**src/rtl/ram_rtl_pkg.sv**
```systemverilog
// Shared definitions for the dual-port RAM core: controller states and
// default geometry matching the verification environment's defines.
package ram_rtl_pkg;

  localparam int unsigned DATA_WIDTH_DEF = 8;
  localparam int unsigned ADDR_WIDTH_DEF = 4;

  // INIT: self-clear sweep in progress; READY: normal read/write service.
  typedef enum logic {
    INIT  = 1'b0,
    READY = 1'b1
  } ram_state_e;

endpackage : ram_rtl_pkg

```
**src/rtl/ram_dp_array.sv**
```systemverilog
// Plain storage array: one synchronous write port and one registered read
// port. Read returns the pre-write contents on an address collision; the
// surrounding core supplies write-first behaviour.
module ram_dp_array #(
  parameter int DATA_WIDTH = 8,
  parameter int ADDR_WIDTH = 4
) (
  input  logic                  clk,
  input  logic                  we,
  input  logic [ADDR_WIDTH-1:0] waddr,
  input  logic [DATA_WIDTH-1:0] wdata,
  input  logic                  re,
  input  logic [ADDR_WIDTH-1:0] raddr,
  output logic [DATA_WIDTH-1:0] rdata
);

  localparam int DEPTH = 2 ** ADDR_WIDTH;

  logic [DATA_WIDTH-1:0] mem [DEPTH];

  // Write and registered read share one clocked block so tools map it to block RAM.
  // NOTE: the array and its read register carry no reset; resetting memory
  // defeats RAM inference, and the core clears contents with its own sweep.
  always_ff @(posedge clk) begin
    if (we) begin
      mem[waddr] <= wdata;
    end
    if (re) begin
      rdata <= mem[raddr];
    end
  end

endmodule : ram_dp_array

```
**src/rtl/ram_dp_core.sv**
```systemverilog
// Dual-port RAM core: self-clearing after reset, then one write and one
// registered read per cycle with write-first bypass on address collision.
module ram_dp_core
  import ram_rtl_pkg::*;
#(
  parameter int DATA_WIDTH = DATA_WIDTH_DEF,
  parameter int ADDR_WIDTH = ADDR_WIDTH_DEF
) (
  input  logic                  clk,
  input  logic                  rst_n,
  input  logic                  wr_enb,
  input  logic [ADDR_WIDTH-1:0] wr_addr,
  input  logic [DATA_WIDTH-1:0] wr_data,
  input  logic                  rd_enb,
  input  logic [ADDR_WIDTH-1:0] rd_addr,
  output logic [DATA_WIDTH-1:0] rd_data,
  output logic                  rd_valid,
  output logic                  init_done,
  output logic                  req_err
);

  localparam int              DEPTH     = 2 ** ADDR_WIDTH;
  localparam [ADDR_WIDTH-1:0] LAST_ADDR = ADDR_WIDTH'(DEPTH - 1);

  ram_state_e            state;
  ram_state_e            next_state;
  logic [ADDR_WIDTH-1:0] clr_addr;

  logic                  arr_we;
  logic [ADDR_WIDTH-1:0] arr_waddr;
  logic [DATA_WIDTH-1:0] arr_wdata;
  logic                  arr_re;
  logic [DATA_WIDTH-1:0] arr_rdata;

  // Remembers whether the last read was a collision and what was written then.
  logic                  byp_hit;
  logic [DATA_WIDTH-1:0] byp_data;
  // Low until the first read after reset, so rd_data shows 0 rather than
  // the unreset array read register.
  logic                  rd_loaded;

  // State register: INIT after reset, READY once the sweep finishes.
  // NOTE: clocked state uses non-blocking assignments so every register
  // samples the pre-edge values regardless of block ordering.
  always_ff @(posedge clk or negedge rst_n) begin
    if (!rst_n) begin
      state <= INIT;
    end else begin
      state <= next_state;
    end
  end

  // Next state: leave INIT on the edge that clears the last word; READY is terminal.
  always_comb begin
    // NOTE: default assignment first so no path leaves next_state unassigned,
    // which would otherwise infer a latch.
    next_state = state;
    if (state == INIT && clr_addr == LAST_ADDR) begin
      next_state = READY;
    end
  end

  // Array port control: clear path owns the write port during INIT, user ports during READY.
  always_comb begin
    arr_we    = 1'b0;
    arr_waddr = wr_addr;
    arr_wdata = wr_data;
    arr_re    = 1'b0;
    case (state)
      INIT: begin
        arr_we    = 1'b1;
        arr_waddr = clr_addr;
        arr_wdata = '0;
      end
      READY: begin
        arr_we = wr_enb;
        arr_re = rd_enb;
      end
      default: ;
    endcase
  end

  // Clear counter: walks every address once while in INIT.
  always_ff @(posedge clk or negedge rst_n) begin
    if (!rst_n) begin
      clr_addr <= '0;
    end else if (state == INIT) begin
      clr_addr <= clr_addr + 1'b1;
    end
  end

  // Read handshake, bypass capture and request-error pulse.
  always_ff @(posedge clk or negedge rst_n) begin
    if (!rst_n) begin
      rd_valid  <= 1'b0;
      req_err   <= 1'b0;
      rd_loaded <= 1'b0;
      byp_hit   <= 1'b0;
      byp_data  <= '0;
    end else begin
      rd_valid <= arr_re;
      req_err  <= (state == INIT) && (wr_enb || rd_enb);
      if (arr_re) begin
        rd_loaded <= 1'b1;
        byp_hit   <= wr_enb && (wr_addr == rd_addr);
        byp_data  <= wr_data;
      end
    end
  end

  ram_dp_array #(
    .DATA_WIDTH(DATA_WIDTH),
    .ADDR_WIDTH(ADDR_WIDTH)
  ) u_array (
    .clk  (clk),
    .we   (arr_we),
    .waddr(arr_waddr),
    .wdata(arr_wdata),
    .re   (arr_re),
    .raddr(rd_addr),
    .rdata(arr_rdata)
  );

  // Output selection is driven only by registers, keeping inputs off output paths.
  assign rd_data   = !rd_loaded ? '0 : (byp_hit ? byp_data : arr_rdata);
  assign init_done = (state == READY);

endmodule : ram_dp_core
```
**config.mk**
```make
export PLATFORM = sky130hd
export DESIGN_NAME = ram_dp_core
export DESIGN_NICKNAME = d
export VERILOG_FILES = /design/src/rtl/ram_rtl_pkg.sv /design/src/rtl/ram_dp_array.sv /design/src/rtl/ram_dp_core.sv
export SDC_FILE = /design/constraint.sdc
export NUM_CORES = 1
export LEC_CHECK = 0
export ABC_CLOCK_PERIOD_IN_PS = 5350
export BUFFER_PORTS_ARGS = -buffer_cell sky130_fd_sc_hd__buf_2
export CORE_MARGIN = 2
export CORE_UTILIZATION = 57
export DETAILED_ROUTE_END_ITERATION = 7
export PLACE_DENSITY = 0.75
export SLEW_MARGIN = 10
export SYNTH_ARGS = -nofsm -noshare
export SYNTH_HDL_FRONTEND = slang
export SYNTH_SLANG_ARGS = --single-unit
```
**constraint.sdc**
```tcl
create_clock -name clk -period 5.35 [get_ports clk]
set_input_delay 0.2675 -clock clk [delete_from_list [all_inputs] [get_ports clk]]
set_output_delay 0.2675 -clock clk [all_outputs]
set_load 0.005 [all_outputs]
```
Word-level counts from Yosys, hierarchy flattened
Memory sizes are Yosys's and may differ from the RTL's. A register that Yosys moved wholly into a read port is not among the register bits.
Index checks and enable logic that the tools add are counted.

word-level totals
  register bits after elaboration = 17
  RAM bits = 128
  bits of input ports = 20
  output and inout port bits = 11
  word-level logic and storage cells = 24
  memories kept = 1

cells by class
  $add $sub $neg = 1
  equality and inequality tests = 2
  mux-type cells = 8
  bitwise operators = 1
  reduce and logical (&&, ||, !) cells = 4

memory list
  memory       words  bits a word  read ports  clocked after Yosys merged registers in  write ports  line                RTL
  u_array.mem  16     8            1           1                                        1            ram_dp_array.sv:19  logic [DATA_WIDTH-1:0] mem [DEPTH];

operators by type and width
  kind                                          number
  2-to-1 mux 8 bit                              3
  adder 4 x 1 -> 4 bit (second input constant)  1
  == test 4 bit                                 1
  == test 4 bit (second input constant)         1
  2-to-1 mux 4 bit                              1
  logical AND 1 bit                             3
  2-to-1 mux 1 bit                              3
  one-hot mux 1 bit (2 select lines)            1
  logical OR 1 bit                              1
  NOT 1 bit                                     1

Longest topological paths before layout
  depth after elaboration = 4
  gate-level depth with buffers = 5
  mapped depth without buffers = 3

Hierarchy
From an unflattened synthesis, not the netlist that was laid out.

unflattened totals
  cells, all modules = 307
  area total of the unflattened synthesis = 6183.4 um2

by module, submodules not included
  module        instances  cells an instance  area each (um2)  sequential area each (um2)
  ram_dp_array  1          229                5227.5           4083.9
  ram_dp_core   1          78                 955.9            425.4

Least setup slack after synthesis
No wires, ideal clock.

  path kind = register to register
  start point = register state (netlist: init_done)
  end point = memory u_array.mem[1][0] (enable)
  library setup time = 0.370 ns
  arrival = 1.384 ns
  required time = 4.980 ns
  slack = 3.596 ns
  stages on the path, launching flop included = 4
  path buffers = 1
  period minus slack after synthesis = 1.754 ns
  path through = dfrtp_1 clkbuf_1 o32a_1 nor2_1

between the ends
  longest elaborated chain between the ends = 4

RTL lines
  what                                    line                RTL
  start, declared                         ram_dp_core.sv:25   ram_state_e state;
  start signal, assigned                  ram_dp_core.sv:49   state <= next_state;
  NOT 1 bit                               n/a
  one-hot mux 1 bit (2 select lines)      ram_dp_core.sv:69   case (state)
  2-to-1 mux 1 bit                        ram_dp_array.sv:25  if (we) begin
  2-to-1 mux 1 bit (not written as such)  ram_dp_array.sv:26  mem[waddr] <= wdata;
  end, declared                           ram_dp_array.sv:19

Parallel ways exist; a longest one is shown, timed or not.

Final worst setup path
  start point = register state (netlist: init_done)
  end point = memory u_array.mem[7][4] (enable)

Same word-level chain as after synthesis.

==> results.txt <==
The critical path runs through a total of 3 cells. Setup repair after global routing left no endpoint under its margin. The average routed wire per standard cell came out at 23.7 µm. The routed wire length came out at between 10000 and 15000 µm. The quantity of gates resized following cts is 0. Clock tree synthesis found a total of 153 sinks.

TritonCTS built the clock tree. The die covers about 12000 µm². The leakage component of the power came out at 2.41 nW. Among cell families on the critical path, the largest total delay comes from simple AND/OR/NAND/NOR gates. The port buffer count is 30. Clock tree synthesis selected as its root buffer the cell sky130_fd_sc_hd__clkbuf_8. The power density over the cells is ~370 nW/µm². The estimated wirelength of the detail-placed design is 7410 µm. The synthesized net count is roughly 340. The total number of H-tree levels is 4. The number of antenna repair diodes came out at 0. The mean number of vias per cell came out at between 6 and 7. The number of antenna violations at the first check in global routing came out at 0. The footprint of the multi-input gates is between 1500 and 2000 µm².

The post-route setup TNS is 0 ns. For this block, the via count after detailed routing is 3140. The startpoint of the most critical register-to-register path is init_done$_DFFE_PN0P_. For this design, the slowest cell found on the critical path is sky130_fd_sc_hd__dfrtp_1. The worst slew margin relative to its limit is about 29%. The clock latency on the worst-skew pair came out at between 0.5 and 0.6 ns. The total placed cells including tap cells is 473. The vertical die dimension came out at between 100 and 150 µm.

The post-route clock skew is roughly 0.0085 ns. The global-route usage over all layers is about 22%. The maximum number of pins on one net before global-route repair is 34. The type of the tightest min-delay check is input pin to register. The global-route congestion overflow total is 0. The clock transition at the register clock pins on the worst setup and hold paths after CTS came out at roughly 0.06 ns.

The number of non-filler instances in the completed layout is around 510. 31 I/O pins were placed. The routability-driven placement congestion ratio is 0.765. The total core area came out at between 10000 and 15000 µm². The transition time of the tightest slew-check pin is 1.07 ns. Setup violations remaining at the end of the flow were counted as 0. The number of nets in the finished design came out at 380. Data arrives at the worst endpoint at between 2 and 3 ns. The reported max-cap violation count is 0. The DRC violation total after the first TritonRoute iteration came out at 376. The class of the most critical setup path is register to register. The distinct cell type count of the synthesized netlist came out at 35. The number of buffer and inverter stages on the critical path is 0.

Row generation in the floorplan step produced 38 rows. The final critical path takes up 46.1% of the cycle. The largest fanout on the critical path came out at 32.

The final critical path time including I/O delays and setup came out at around 2.5 ns. The share of the Yosys chip area taken by registers is approximately 73%. The floorplan step set the die width to roughly 110 µm. The post-synthesis to final-layout area growth came out at 13.6%. Synthesis produced a netlist whose cell count is 320. The worst supply voltage drop on vdd is approximately 0.25 mV. The first-pass detailed-route iteration total is 5. The number of nets still failing antenna checks after routing is 0. The flow ran to the end, and the final reports show no timing, DRC or antenna violations. The worst register-to-register path ends at u_array.mem[7][4]$_DFFE_PP_. The starting density of the core is between 50% and 60%. The final hold violation count is 0. The synthesized cell area came out at between 6000 and 7000 µm². The number of pins with negative max-slew slack in the final report is 0. The maximum buffer depth of the clock tree came out at 2. The via count of the first global-routing pass came out at approximately 3100.

The first-pass GRT wire length came out at ~18000 µm. The register cell area after layout is ~4500 µm². The largest incremental delay on the critical path came out at about 0.9 ns. The flip-flop and latch count after synthesis came out at between 150 and 200. The critical path ends at u_array.mem[7][4]$_DFFE_PP_. The data required time of the worst path came out at 5.49 ns. Of the cells placed in the final design, the portion with a size suffix greater than 1 is a little under a quarter. The timing-limited maximum frequency is 405 MHz. The slack of the worst reg-to-reg path is slightly below 3 ns.

The residual DRC count came out at 0. The cell count of the worst reg-to-reg path is 3. The synthesis warning total is 0. The number of inserted filler cells in the final layout is ~700. Tracing the worst setup path back leads to its startpoint at init_done$_DFFE_PN0P_.

The kind of start point of the critical path is a register. The signal on the critical path passes through nor2b_1 > a31oi_1 > nor2_1. The synthesized area divided by synthesized cell count is 19.3 µm². The worst setup path is captured at a register.

The number of clock buffers inserted by TritonCTS came out at 17.
## sequential cells by signal, indices dropped and copies added (netlist names)
| register | cells |
|---|---|
| u_array.rdata | 8 |
| req_err | 1 |
| clr_addr | 4 |
| byp_data | 8 |
| byp_hit | 1 |
| init_done | 1 |
| rd_loaded | 1 |
| u_array.mem | 128 |
| rd_valid | 1 |
## metrics by stage
step	hold slack (ns)	power, W	worst slack [ns]	area, µm²	util, %
after floorplan	-0.0281	0.00143	3.60	6190	-
after global placement	0.204	0.00147	2.88	6390	59.8
after detailed placement	0.212	0.00148	2.88	6390	59.8
after CTS	0.00582	0.00260	2.91	7030	65.7
after global routing	0.0104	0.00266	2.73	7030	65.7
final	0.0323	0.00259	2.88	7030	65.7
## routing by layer
metal	vias up	track usage (%)	wire length, µm
met1	1611	30.5	4970
met2	146	36.3	6280
met3	13	5.18	740
met5	-	0	0
li1	1370	-	-
met4	0	7.14	138
## synth_stat cells, drive strengths merged
cell type | count | area share (%)
a22oi | 16 | 1.9
and3b | 1 | 0.14
inv | 3 | 0.18
nand2b | 2 | 0.20
xor2 | 3 | 0.42
ha | 1 | 0.20
a32oi | 2 | 0.28
nand2 | 12 | 0.73
mux2 | 9 | 1.6
a21oi | 2 | 0.16
a31oi | 2 | 0.20
edfxtp | 136 | 66
buf | 8 | 1.1
o21a | 1 | 0.12
dfrtp | 17 | 6.9
nor2 | 22 | 1.3
o41ai | 1 | 0.14
mux4 | 32 | 13
clkdlybuf4s25 | 2 | 0.32
nor3b | 1 | 0.12
o32a | 1 | 0.16
xnor2 | 4 | 0.57
nand4b | 1 | 0.14
and2b | 1 | 0.12
nor2b | 11 | 1.1
a31o | 1 | 0.14
nor3 | 2 | 0.16
nand4 | 2 | 0.20
and2 | 9 | 0.91
clkbuf | 7 | 0.49
mux2i | 8 | 1.3
## cell families (layout without fill, tap and decap cells)
kind of cell | Yosys count | after routing | synth area share [%]
flip-flops | 153 | 153 | 72.9
AND/OR/NAND/NOR | 64 | 64 | 5.18
multiplexers | 49 | 49 | 15.5
AO/OA/AOI/OAI | 26 | 26 | 3.16
buffers and inverters | 20 | 71 | 2.08
XOR/XNOR | 7 | 7 | 0.991
adder cells (fa/ha/maj) | 1 | 1 | 0.202
## worst min path at each step
stage	startpoint	end	depth (start not counted)
after floorplan	rst_n	byp_data[0]$_DFFE_PN0P_	0
after global placement	rst_n	rd_loaded$_DFFE_PN0P_	1
after detailed placement	rst_n	byp_data[1]$_DFFE_PN0P_	1
after CTS	wr_data[6]	byp_data[6]$_DFFE_PN0P_	2
after global routing	wr_data[4]	byp_data[4]$_DFFE_PN0P_	2
final	wr_data[4]	byp_data[4]$_DFFE_PN0P_	2
## layout by cell type (no fill, tap or decap), types with 2 or more instances in the layout
master                          instances
sky130_fd_sc_hd__edfxtp_1             136
sky130_fd_sc_hd__buf_2                 30
sky130_fd_sc_hd__nor2_1                22
sky130_fd_sc_hd__mux4_2                17
sky130_fd_sc_hd__dfrtp_1               17
sky130_fd_sc_hd__a22oi_1               16
sky130_fd_sc_hd__clkbuf_16             16
sky130_fd_sc_hd__mux4_1                15
sky130_fd_sc_hd__nand2_1               12
sky130_fd_sc_hd__nor2b_1               11
sky130_fd_sc_hd__and2_1                 9
sky130_fd_sc_hd__mux2_2                 9
sky130_fd_sc_hd__mux2i_1                8
sky130_fd_sc_hd__dlygate4sd3_1          7
sky130_fd_sc_hd__xnor2_1                4
sky130_fd_sc_hd__clkinvlp_4             4
sky130_fd_sc_hd__inv_1                  3
sky130_fd_sc_hd__xor2_1                 3
sky130_fd_sc_hd__inv_6                  3
sky130_fd_sc_hd__nor3_1                 2
sky130_fd_sc_hd__a21oi_1                2
sky130_fd_sc_hd__a32oi_1                2
sky130_fd_sc_hd__a31oi_1                2
sky130_fd_sc_hd__nand4_1                2
sky130_fd_sc_hd__nand2b_1               2
sky130_fd_sc_hd__bufinv_16              2
sky130_fd_sc_hd__clkinv_2               2
## cell type report
| class | instances | share of cell area [%] |
|---|---|---|
| repair buffers | 37 | 3.13 |
| flip-flops and latches | 153 | 64.2 |
| clock inverters | 13 | 2.08 |
| clock buffers | 18 | 5.95 |
| multi-input cells | 147 | 22.0 |
| well taps | 140 | 2.49 |
| inverters | 3 | 0.160 |
## repair_timing
item / in CTS / in global routing
buffers inserted: 0 / 0
endpoints found under the hold margin: 23 / 0
hold buffers: 7 / 0
setup endpoints to repair: 0 / 0
## power breakdown
group          total [W]  switching, W  leakage, nW  internal [W]
clock            0.00113      0.000463        0.266      0.000666
sequential       0.00133    0.00000704         1.44       0.00132
combinational   0.000129     0.0000756        0.698     0.0000531
total            0.00259      0.000546         2.41       0.00204
No activity file was read; power rests on OpenSTA's default activity.
